<file path="config.mk">
export PLATFORM = sky130hd
export DESIGN_NAME = instr_fetch_ctrl
export DESIGN_NICKNAME = d
export VERILOG_FILES = /design/src/rtl/instr_fetch_ctrl.sv
export SDC_FILE = /design/constraint.sdc
export NUM_CORES = 1
export LEC_CHECK = 0
export ABC_AREA = 0
export CAP_MARGIN = 15
export CELL_PAD_IN_SITES_DETAIL_PLACEMENT = 0
export CELL_PAD_IN_SITES_GLOBAL_PLACEMENT = 1
export CORE_MARGIN = 10
export CORE_UTILIZATION = 23
export CTS_BUF_LIST = sky130_fd_sc_hd__clkbuf_8
export DETAILED_ROUTE_END_ITERATION = 16
export PLACE_DENSITY_LB_ADDON = 0.1
export RECOVER_POWER = 100
export SETUP_SLACK_MARGIN = 0.1
export SYNTH_ARGS = -nofsm -noshare
export SYNTH_HDL_FRONTEND = slang
export SYNTH_SLANG_ARGS = --single-unit
</file>
<file path="constraint.sdc">
create_clock -name clk_i -period 2.25 [get_ports clk_i]
set_clock_uncertainty 0.1 [all_clocks]
set_input_delay 0.45 -clock clk_i [delete_from_list [all_inputs] [get_ports clk_i]]
set_output_delay 0.45 -clock clk_i [all_outputs]
set_load 0.01 [all_outputs]
</file>
<file path="src/rtl/instr_fetch_ctrl.sv">
// Instruction fetch controller: streams a program into the instruction memory over a
// valid/ready port, then sequences the PC with stall, branch and wrap handling.
module instr_fetch_ctrl #(
    parameter int unsigned DATA_W   = 22,
    parameter int unsigned ADDR_W   = 22,
    parameter int unsigned DEPTH    = 101,
    parameter int unsigned RESET_PC = 0
) (
    input  logic              clk_i,
    input  logic              rst_ni,
    input  logic              load_start_i,
    input  logic              run_start_i,
    input  logic              ld_valid_i,
    output logic              ld_ready_o,
    input  logic [DATA_W-1:0] ld_data_i,
    input  logic              ld_last_i,
    output logic              mem_we_o,
    output logic [ADDR_W-1:0] mem_waddr_o,
    output logic [DATA_W-1:0] mem_wdata_o,
    output logic [ADDR_W-1:0] mem_raddr_o,
    input  logic [DATA_W-1:0] mem_rdata_i,
    input  logic              stall_i,
    input  logic              branch_taken_i,
    input  logic [ADDR_W-1:0] branch_target_i,
    output logic [ADDR_W-1:0] pc_o,
    output logic [DATA_W-1:0] instr_o,
    output logic              instr_valid_o,
    output logic              load_done_o,
    output logic              fault_o
);

    localparam int unsigned WPTR_W = $clog2(DEPTH);
    localparam logic [ADDR_W-1:0] ResetPc  = ADDR_W'(RESET_PC);
    localparam logic [ADDR_W-1:0] MemBytes = ADDR_W'(DEPTH * 4);
    localparam logic [WPTR_W-1:0] LastWptr = WPTR_W'(DEPTH - 1);

    typedef enum logic [1:0] {StIdle, StLoad, StFlush, StRun} state_e;

    state_e              state_q, state_d;
    logic [ADDR_W-1:0]   pc_q, pc_d;
    logic [WPTR_W-1:0]   wptr_q, wptr_d;
    logic                load_done_q, load_done_d;
    logic                fault_q, fault_d;
    logic                beat;
    logic [ADDR_W-1:0]   pc_plus4;
    logic [ADDR_W-1:0]   br_aligned;

    assign ld_ready_o    = (state_q == StLoad);
    assign beat          = ld_ready_o & ld_valid_i;
    assign mem_we_o      = beat;
    assign mem_waddr_o   = ADDR_W'({wptr_q, 2'b00});
    assign mem_wdata_o   = ld_data_i;
    assign mem_raddr_o   = pc_q;
    assign pc_o          = pc_q;
    assign instr_valid_o = (state_q == StRun);
    assign instr_o       = instr_valid_o ? mem_rdata_i : '0;
    assign load_done_o   = load_done_q;
    assign fault_o       = fault_q;

    assign pc_plus4   = pc_q + ADDR_W'(4);
    assign br_aligned = {branch_target_i[ADDR_W-1:2], 2'b00};

    always_comb begin
        state_d     = state_q;
        pc_d        = pc_q;
        wptr_d      = wptr_q;
        load_done_d = load_done_q;
        fault_d     = fault_q;
        unique case (state_q)
            StIdle: begin
                if (load_start_i) begin
                    state_d     = StLoad;
                    wptr_d      = '0;
                    load_done_d = 1'b0;
                    fault_d     = 1'b0;
                end else if (run_start_i) begin
                    state_d = StFlush;
                end
            end
            StLoad: begin
                if (beat) begin
                    wptr_d = wptr_q + WPTR_W'(1);
                    if (ld_last_i) begin
                        state_d     = StFlush;
                        load_done_d = 1'b1;
                    end else if (wptr_q == LastWptr) begin
                        state_d = StIdle;
                        fault_d = 1'b1;
                    end
                end
            end
            StFlush: begin
                pc_d    = ResetPc;
                state_d = StRun;
            end
            StRun: begin
                if (load_start_i) begin
                    // Abandon the in-flight instruction; PC is reloaded by FLUSH later.
                    state_d     = StLoad;
                    wptr_d      = '0;
                    load_done_d = 1'b0;
                    fault_d     = 1'b0;
                end else if (branch_taken_i) begin
                    if (br_aligned >= MemBytes) begin
                        pc_d    = ResetPc;
                        fault_d = 1'b1;
                    end else begin
                        pc_d = br_aligned;
                    end
                end else if (!stall_i) begin
                    pc_d = (pc_plus4 == MemBytes) ? '0 : pc_plus4;
                end
            end
            default: state_d = StIdle;
        endcase
    end

    always_ff @(posedge clk_i or negedge rst_ni) begin
        if (!rst_ni) begin
            state_q     <= StIdle;
            pc_q        <= ResetPc;
            wptr_q      <= '0;
            load_done_q <= 1'b0;
            fault_q     <= 1'b0;
        end else begin
            state_q     <= state_d;
            pc_q        <= pc_d;
            wptr_q      <= wptr_d;
            load_done_q <= load_done_d;
            fault_q     <= fault_d;
        end
    end

endmodule
</file>
==> metrics <==
clk slew on worst S/H paths 0.08 ns; Post-Synth XOR/XNOR Area 2.03%; Antenna Nets Post-Route 0; post-DP HPWL 9560 um; reg-to-reg endpoint mem_raddr_o[7]; Setup WS pre-CTS -0.121 ns; Worst slew margin 38.9%; CP Max Fanout 6; Setup CP Type flip-flop to flip-flop; Remaining Overflow, GRT 0; Final nets 618; initial core utilization 23.7%; DRT Pass-1 Iters 4; area of the die 18100 um^2; Synth Area in Adders 3.32%; setup violators final 0; gr usage total 12.9%; clock buffer depth 2; Top FF cell, synth dfrtp_1; Leak 2.20 nW; layout cells sized above 1 26.8%; worst slew pin tran 0.917 ns; Worst Path Arrival 2.26 ns; Startpoint Class flip-flop; pwr/cell area 760 nW/um^2; DR iter-0 viols 147; number of global-route vias before repair 3571; total number of vias 3309; CTS tree built; Die Wd 135 um; post-synthesis mux area share 1.78%; Fmax 458 MHz; worst r2r path cells 9; CP endpoint kind flip-flop; initial antenna violation count 0; final slew viol count 0; Hold Path Cell Cnt 1; launch point of the worst reg-to-reg path mem_raddr_o[2]; IO Count 189; clk root buf clkbuf_8; mean post-synth cell area 7.74 um^2; commonest non-fill, non-tap cell in the layout buf_4; largest net degree at the start of global routing 32; # fillers 1338; fin area 4980 um^2; period utilisation layout 97.1%; # clock sinks 31; diodes inserted 0; Compound-Gate Fraction of Synth Area 17.6%; Post-route DRC 0; CTS H-tree depth 2; CP most frequent cell buf_6; Reg2Reg Setup Slack 0.06 ns; Tmin final 2.19 ns; ys async rst share 100%; hold_buf cts 0; Slowest cell on crit path dfrtp_2; worst path cell trace buf_6 -> nand4_4 -> buf_4 -> nor3_4 -> a22o_1 -> o22ai_4 -> buf_6 -> nor4_4 -> o311ai_1; clock latency on the worst-skew pair 0.30 ns; num rows 41; Final Hold Viols 0; Die Ht 135 um; crit path capture mem_raddr_o[7]; CP peak stage delay 0.42 ns; Synth Register Bits 31; GPL Wtd Cong 0.784; vias per inst 4.67; Syn Inst Count 390; Syn-to-layout area delta 65.2%; Cell Area, Synth 3020 um^2; MaxCap Viol Count 0; WL final 12000 um; largest family of logic cells by synthesized area simple AND/OR/NAND/NOR gates; final setup margin 0.0646 ns; core area 12700 um^2; CP required 2.32 ns; first-pass GRT wire length 19000 um; Unique masters post-synth 58; commonest cells after routing, fill and taps aside buf_4, clkdlybuf4s50_1, o21ai_0, dlygate4sd3_1, nor2_1; Synth Area in Simple Gates 28.8%; Placed Cells 692; CTS Buf Count 5; share of the yosys chip area belonging to registers 25.7%; Critical Path Source mem_raddr_o[2]; total of warnings raised by yosys 0; area post-placement 4550 um^2; Min-Delay Path Class flip-flop to flip-flop; input/output buffers 123; RSZ-0062 raised after global routing yes; Worst VDD drop 0.000249 V; drt wl/cell 16.9 um; number of synthesized flops with an enable pin 0; fin cells 709; outcome completed
==> power by group <==
group	leakage [nW]	switching, mW	internal (mW)
registers	0.409	0.140	0.686
logic	1.73	1.17	1.19
clock network	0.0612	0.241	0.359
total	2.20	1.55	2.24
==> synthesized netlist by cell type, types with 3 or more instances <==
| cell type | instances | area [um^2] |
|---|---|---|
| a21oi_1 | 18 | 90.1 |
| a31oi_1 | 6 | 37.5 |
| and2_1 | 23 | 144 |
| and3_1 | 6 | 37.5 |
| and3_2 | 3 | 22.5 |
| buf_4 | 67 | 503 |
| clkbuf_1 | 11 | 41.3 |
| dfrtp_1 | 31 | 776 |
| ha_1 | 8 | 100 |
| inv_1 | 17 | 63.8 |
| mux2_2 | 3 | 33.8 |
| nand2_1 | 25 | 93.8 |
| nand3_1 | 7 | 35.0 |
| nand4_1 | 5 | 31.3 |
| nor2_1 | 30 | 113 |
| nor2b_1 | 5 | 31.3 |
| nor3_1 | 11 | 55.1 |
| nor3b_1 | 3 | 22.5 |
| nor4_1 | 14 | 87.6 |
| o211ai_1 | 3 | 22.5 |
| o21ai_0 | 33 | 165 |
| o22ai_1 | 6 | 37.5 |
| o31ai_1 | 6 | 45.0 |
| xnor2_1 | 4 | 35.0 |
| xor2_1 | 3 | 26.3 |
==> worst max-delay path: cells and delay by family, from the launching register on <==
| kind | cells | cell delay, ns |
|---|---|---|
| simple gates | 3 | 0.65 |
| buf+inv | 3 | 0.45 |
| compound gates | 3 | 0.43 |
| flops | 1 | 0.42 |
==> per-stage QoR <==
stage,util [%],power [mW],hold WS (ns),setup TNS (ns)
after floorplan,-,1.99,0.0544,0
after global placement,35.8,3.06,0.416,-0.358
after detailed placement,35.8,3.08,0.422,-0.471
after CTS,37.4,3.72,0.443,0
after global routing,39.2,4.11,0.461,-0.0407
final,39.2,3.79,0.435,0
==> cell type report <==
type,count,area (um^2),share of cell area (%)
Tap cell,172,215,4.32
Multi-Input combinational cell,279,1980,39.8
Sequential cell,31,785,15.7
Clock inverter,2,35.0,0.703
Timing Repair Buffer,202,1820,36.5
Inverter,17,63.8,1.28
Clock buffer,6,82.6,1.66
==> worst min path at each step <==
stage,endpoint,start
floorplan,fault_o,rst_ni
global placement,load_done_o,load_done_o
detailed placement,load_done_o,load_done_o
CTS,load_done_o,load_done_o
global route,load_done_o,load_done_o
finish,load_done_o,load_done_o
==> per-layer routing <==
layer	share of wire, %	GRT usage (%)	up-vias
li1	-	-	1594
met1	40	14.0	1557
met2	48	21.8	135
met3	10	5.93	23
met4	2.1	4.59	0
met5	0	0	-
==> what timing repair did <==
action                                  4_1_cts  5_1_grt
resized for setup                            38       50
endpoints found under the setup margin       30       36
setup buffers                                 6        4
pin swaps                                     7       11
==> cells by family after synthesis <==
group	after synthesis
fa+ha+maj	8
simple gates	152
flops	31
xor+xnor	7
buf+inv	98
other cells	1
mux	5
compound gates	88
==> registers in the layout, summed over array words and instances, names as in the netlist <==
name         flops
mem_raddr_o     20
state_q          2
fault_o          1
wptr_q           7
load_done_o      1
(Power assumes the default switching activity.)
==> RTL edit 1, RTL diff (same flow settings) <==
The 4 states of `state_e` get a Gray code encoding in 2 bits.
--- a/src/rtl/instr_fetch_ctrl.sv
+++ b/src/rtl/instr_fetch_ctrl.sv
@@ -36,3 +36,3 @@
 
-    typedef enum logic [1:0] {StIdle, StLoad, StFlush, StRun} state_e;
+    typedef enum logic [1:0] {StIdle = 2'b00, StLoad = 2'b01, StFlush = 2'b11, StRun = 2'b10} state_e;
 
Check against the original RTL: same outputs for any inputs over 10 cycles, from zero or initial values and one cycle with rst_ni low; not proved beyond that.
==> RTL edit 1 against the unedited design <==
Area after synthesis fell by 3.8%. Critical endpoint is now mem_raddr_o[19]$_DFFE_PN0P_. Sequential cell count unchanged. The run now ends with negative setup slack left. Wire length shrank 12%. Via count fell by 9.5%. Cell area fell by 9.7%. Power fell by 16%. Critical path depth did not move. Worst setup slack worse by 0.083 ns. Combinational power decreased by 20%. Sequential power shrank 3.4%.
==> RTL edit 1: results (changes against the unedited design) <==
GRT met1 Usage 0.1269 (-0.01290); violations in the final reports negative setup slack; first-pass GRT wire length 17,180 um (-9.7%); Yosys cell types 55 (-5.2%); Avg WL per Cell 15.88 um (-5.9%); Min-Delay Endpoint fault_o$_DFFE_PN0P_; Setup TNS -0.01800 ns (-0.01800 ns); PnR worst setup slack -0.01800 ns (-0.08262 ns); Iteration-0 DRC Markers 107 (-27%); Final #Nets 577 (-6.6%); RR Endpoint mem_raddr_o[19]$_DFFE_PN0P_; vias in the first global route 3,205 (-10%); Combinational Power Share 0.595 (-0.029); Clk power 0.485 mW (-19%); status finished with violations; Final setup viols 1 (+1); GP Congestion 0.7882 (+0.59%); family with the most delay on the worst path compound AO/OA/AOI/OAI gates; DP Worst Slack -0.07273 ns (+0.04819 ns); Fin Hold WS 0.4077 ns (-0.02708 ns); placed cell count 655 (-5.3%); WP data arrival 2.34 ns (+0.08 ns); WL met1 4070 um (-14%); filler instances 1,332 (-0.45%); layout cells sized above 1 0.2036 (-0.06453); Critical Path Fanout Max 5 (-1)
==> RTL edit 1: area by class of cell <==
class	instances	share of cell area
Multi-Input combinational cell	260	0.3784
Timing Repair Buffer	184	0.3707
Sequential cell	31	0.1731
Tap cell	168	0.04668
Clock buffer	6	0.01834
Inverter	13	0.01084
Clock inverter	2	0.001945
==> RTL edit 1: repair_timing <==
| item | 4_1_cts | 5_1_grt |
|---|---|---|
| resized for setup | 42 | 15 |
| setup buffers | 0 | 2 |
| setup endpoints to repair | 31 | 15 |
| pin swaps | 12 | 7 |
==> RTL edit 1: kinds of logic (layout without fill, tap and decap cells) <==
group | count (synthesis) | after routing | share of synthesized area
flip-flops | 31 | 31 | 0.2672
AND/OR/NAND/NOR | 137 | 137 | 0.2729
XOR/XNOR | 5 | 5 | 0.01509
other | 1 | 19 | 0.001292
buffers and inverters | 89 | 205 | 0.2073
AO/OA/AOI/OAI | 87 | 87 | 0.1879
multiplexers | 4 | 4 | 0.01379
adder cells (fa/ha/maj) | 8 | 8 | 0.03448
==> RTL edit 2, RTL diff (same flow settings) <==
Without the edit above. The parameter `DEPTH` goes from 101 to 202.
--- a/src/rtl/instr_fetch_ctrl.sv
+++ b/src/rtl/instr_fetch_ctrl.sv
@@ -5,3 +5,3 @@
     parameter int unsigned ADDR_W   = 22,
-    parameter int unsigned DEPTH    = 101,
+    parameter int unsigned DEPTH    = 202,
     parameter int unsigned RESET_PC = 0
Behaviour: not the same (a bounded check fails within 4 cycles, from zero or initial values and one cycle with rst_ni low).
==> RTL edit 2 against the unedited design <==
The run now ends with negative setup slack left. Wire length decreased by 5.9%. Highest routed layer unchanged. Area after synthesis down 1.1%. Critical path depth up 1. Power down 21%. Critical path type unchanged. Sequential cell count up 1. Worst setup slack got worse by 0.42 ns. Cell area fell by 5.6%.
==> RTL edit 2: results (changes against the unedited design) <==
top cells by area, synth dfrtp_1 27%, buf_4 16%, o21ai_0 7.0%; M2 GR Usage 0.2164 (-0.001946); GP Congestion 0.8036 (+2.6%); met3 global-route usage 0.04369 (-0.01566); sequential cell area 804.5 um2 (+2.6%); Global Route Usage Sum 0.1201 (-0.009343); violations in the final reports negative setup slack; filler instances 1,369 (+2.3%); number of synthesized register bits 32 (+3.2%); Non-clk bufs 204 (+0.99%); area of placed instances 4471 um2 (-1.8%); Setup TNS -1.716 ns (-1.716 ns); status finished with violations; H-tree levels 2 (unchanged); WP data arrival 2.73 ns (+0.47 ns); vias in the first global route 3,205 (-10%); family with the most delay on the worst path simple AND/OR/NAND/NOR gates; LEAKAGE 2.200 nW (-0.14%); Max IR drop VDD 369.6 uV (+48%); Final setup viols 6 (+6); Post-synth top cells 64 x buf_4, 42 x o21ai_0, 32 x dfrtp_1; Power Density 638.7 nW/um2 (-16%); PnR worst setup slack -0.3558 ns (-0.4205 ns); Iteration-0 DRC Markers 138 (-6.1%); non-clock buffer area fraction after layout 0.3847 (+0.01928); worst skew pair latency 0.29 ns; Non-clk invs 13 (-4); first-pass GRT wire length 17,730 um (-6.9%); cell row count 41 (unchanged); Vias/cell 4.416 (-5.4%); initial antenna violation count 0 (unchanged); Yosys cell types 54 (-6.9%); GRT met1 Usage 0.1341 (-0.005651); cts bufs inserted 5 (unchanged); final WL 11,270 um (-5.9%); clock buffers 7 (+1); layout cells sized above 1 0.2152 (-0.05292); ant diodes 0 (unchanged); Avg WL per Cell 16.17 um (-4.2%); Hold Crit Depth 1 (unchanged); Min-Delay Endpoint fault_o$_DFFE_PN0P_; Port Buffers 124 (+0.81%); multi-input gates 268 (-3.9%); min-delay src fault_o$_DFFE_PN0P_; placed cell count 678 (-2.0%); Slew HR 0.3891 (about the same); CP max-delay cell or4_4; largest net degree at the start of global routing 33 (+3.1%); Worst Hold Class register to register; Final #Nets 606 (-1.9%); multi-input logic area 1700 um2 (-14%); syn avg cell area 7.936 um2 (+2.6%); sequential element share of the synthesized area 0.2683 (+0.01130); Max stage delay on crit path 0.57 ns (+0.15 ns); Clock buf/inv share 0.02685 (+0.003260); RR Endpoint mem_raddr_o[8]$_DFFE_PN0P_; R2R depth 10 (+1); post-DP HPWL 9006 um (-5.8%)
## RTL edit 2: cell types whose count changed in the layout (fill, tap and decap cells not counted), moves of 5 or more
cell             change
o21ai_0              +7
dlygate4sd2_1       +10
nand4_1              +8
dfrtp_1              +5
nor4_1               +5
nor4_4               -5
clkdlybuf4s50_1     -15
nor4_2               -5
clkdlybuf4s15_1      -8
nand2_1              +5
dlygate4sd3_1       +16
## RTL edit 2: through the flow
stage | hold WS (ns) | worst slack (ns) | total power [mW]
finish | 0.4133 | -0.3558 | 3.006
global route | 0.4391 | -0.4424 | 3.250
CTS | 0.4225 | -0.3516 | 3.163
detailed placement | 0.3980 | -0.4237 | 2.498
global placement | 0.3822 | -0.3593 | 2.489
floorplan | 0.05441 | -0.3994 | 1.691
## RTL edit 2: kinds of logic (layout without fill, tap and decap cells)
family | count (synthesis) | count (layout) | share of synthesized area
buffers and inverters | 93 | 225 | 0.2113
XOR/XNOR | 9 | 9 | 0.02641
adder cells (fa/ha/maj) | 8 | 8 | 0.03354
AND/OR/NAND/NOR | 144 | 144 | 0.2595
other | 1 | 18 | 0.001257
AO/OA/AOI/OAI | 85 | 85 | 0.1853
flip-flops | 32 | 32 | 0.2683
multiplexers | 4 | 4 | 0.01426
## RTL edit 2: layer usage
metal  wire length (um)  vias to the layer above
met1               4524                     1441
met5                  0                        -
met3                843                        8
met2               5867                       88
li1                   -                     1541
met4                 35                        0
## RTL edit 2: report_power, final
group          internal (mW)  switching (mW)  total (mW)
Sequential             0.676          0.0880       0.764
Clock                  0.391           0.242       0.633
Combinational          0.783           0.825        1.61
## RTL edit 2: repair_timing
action | 4_1_cts | 5_1_grt
gates resized for setup | 41 | 8
pin swaps | 6 | 4
buffers inserted | 8 | 3
setup endpoints to repair | 31 | 12
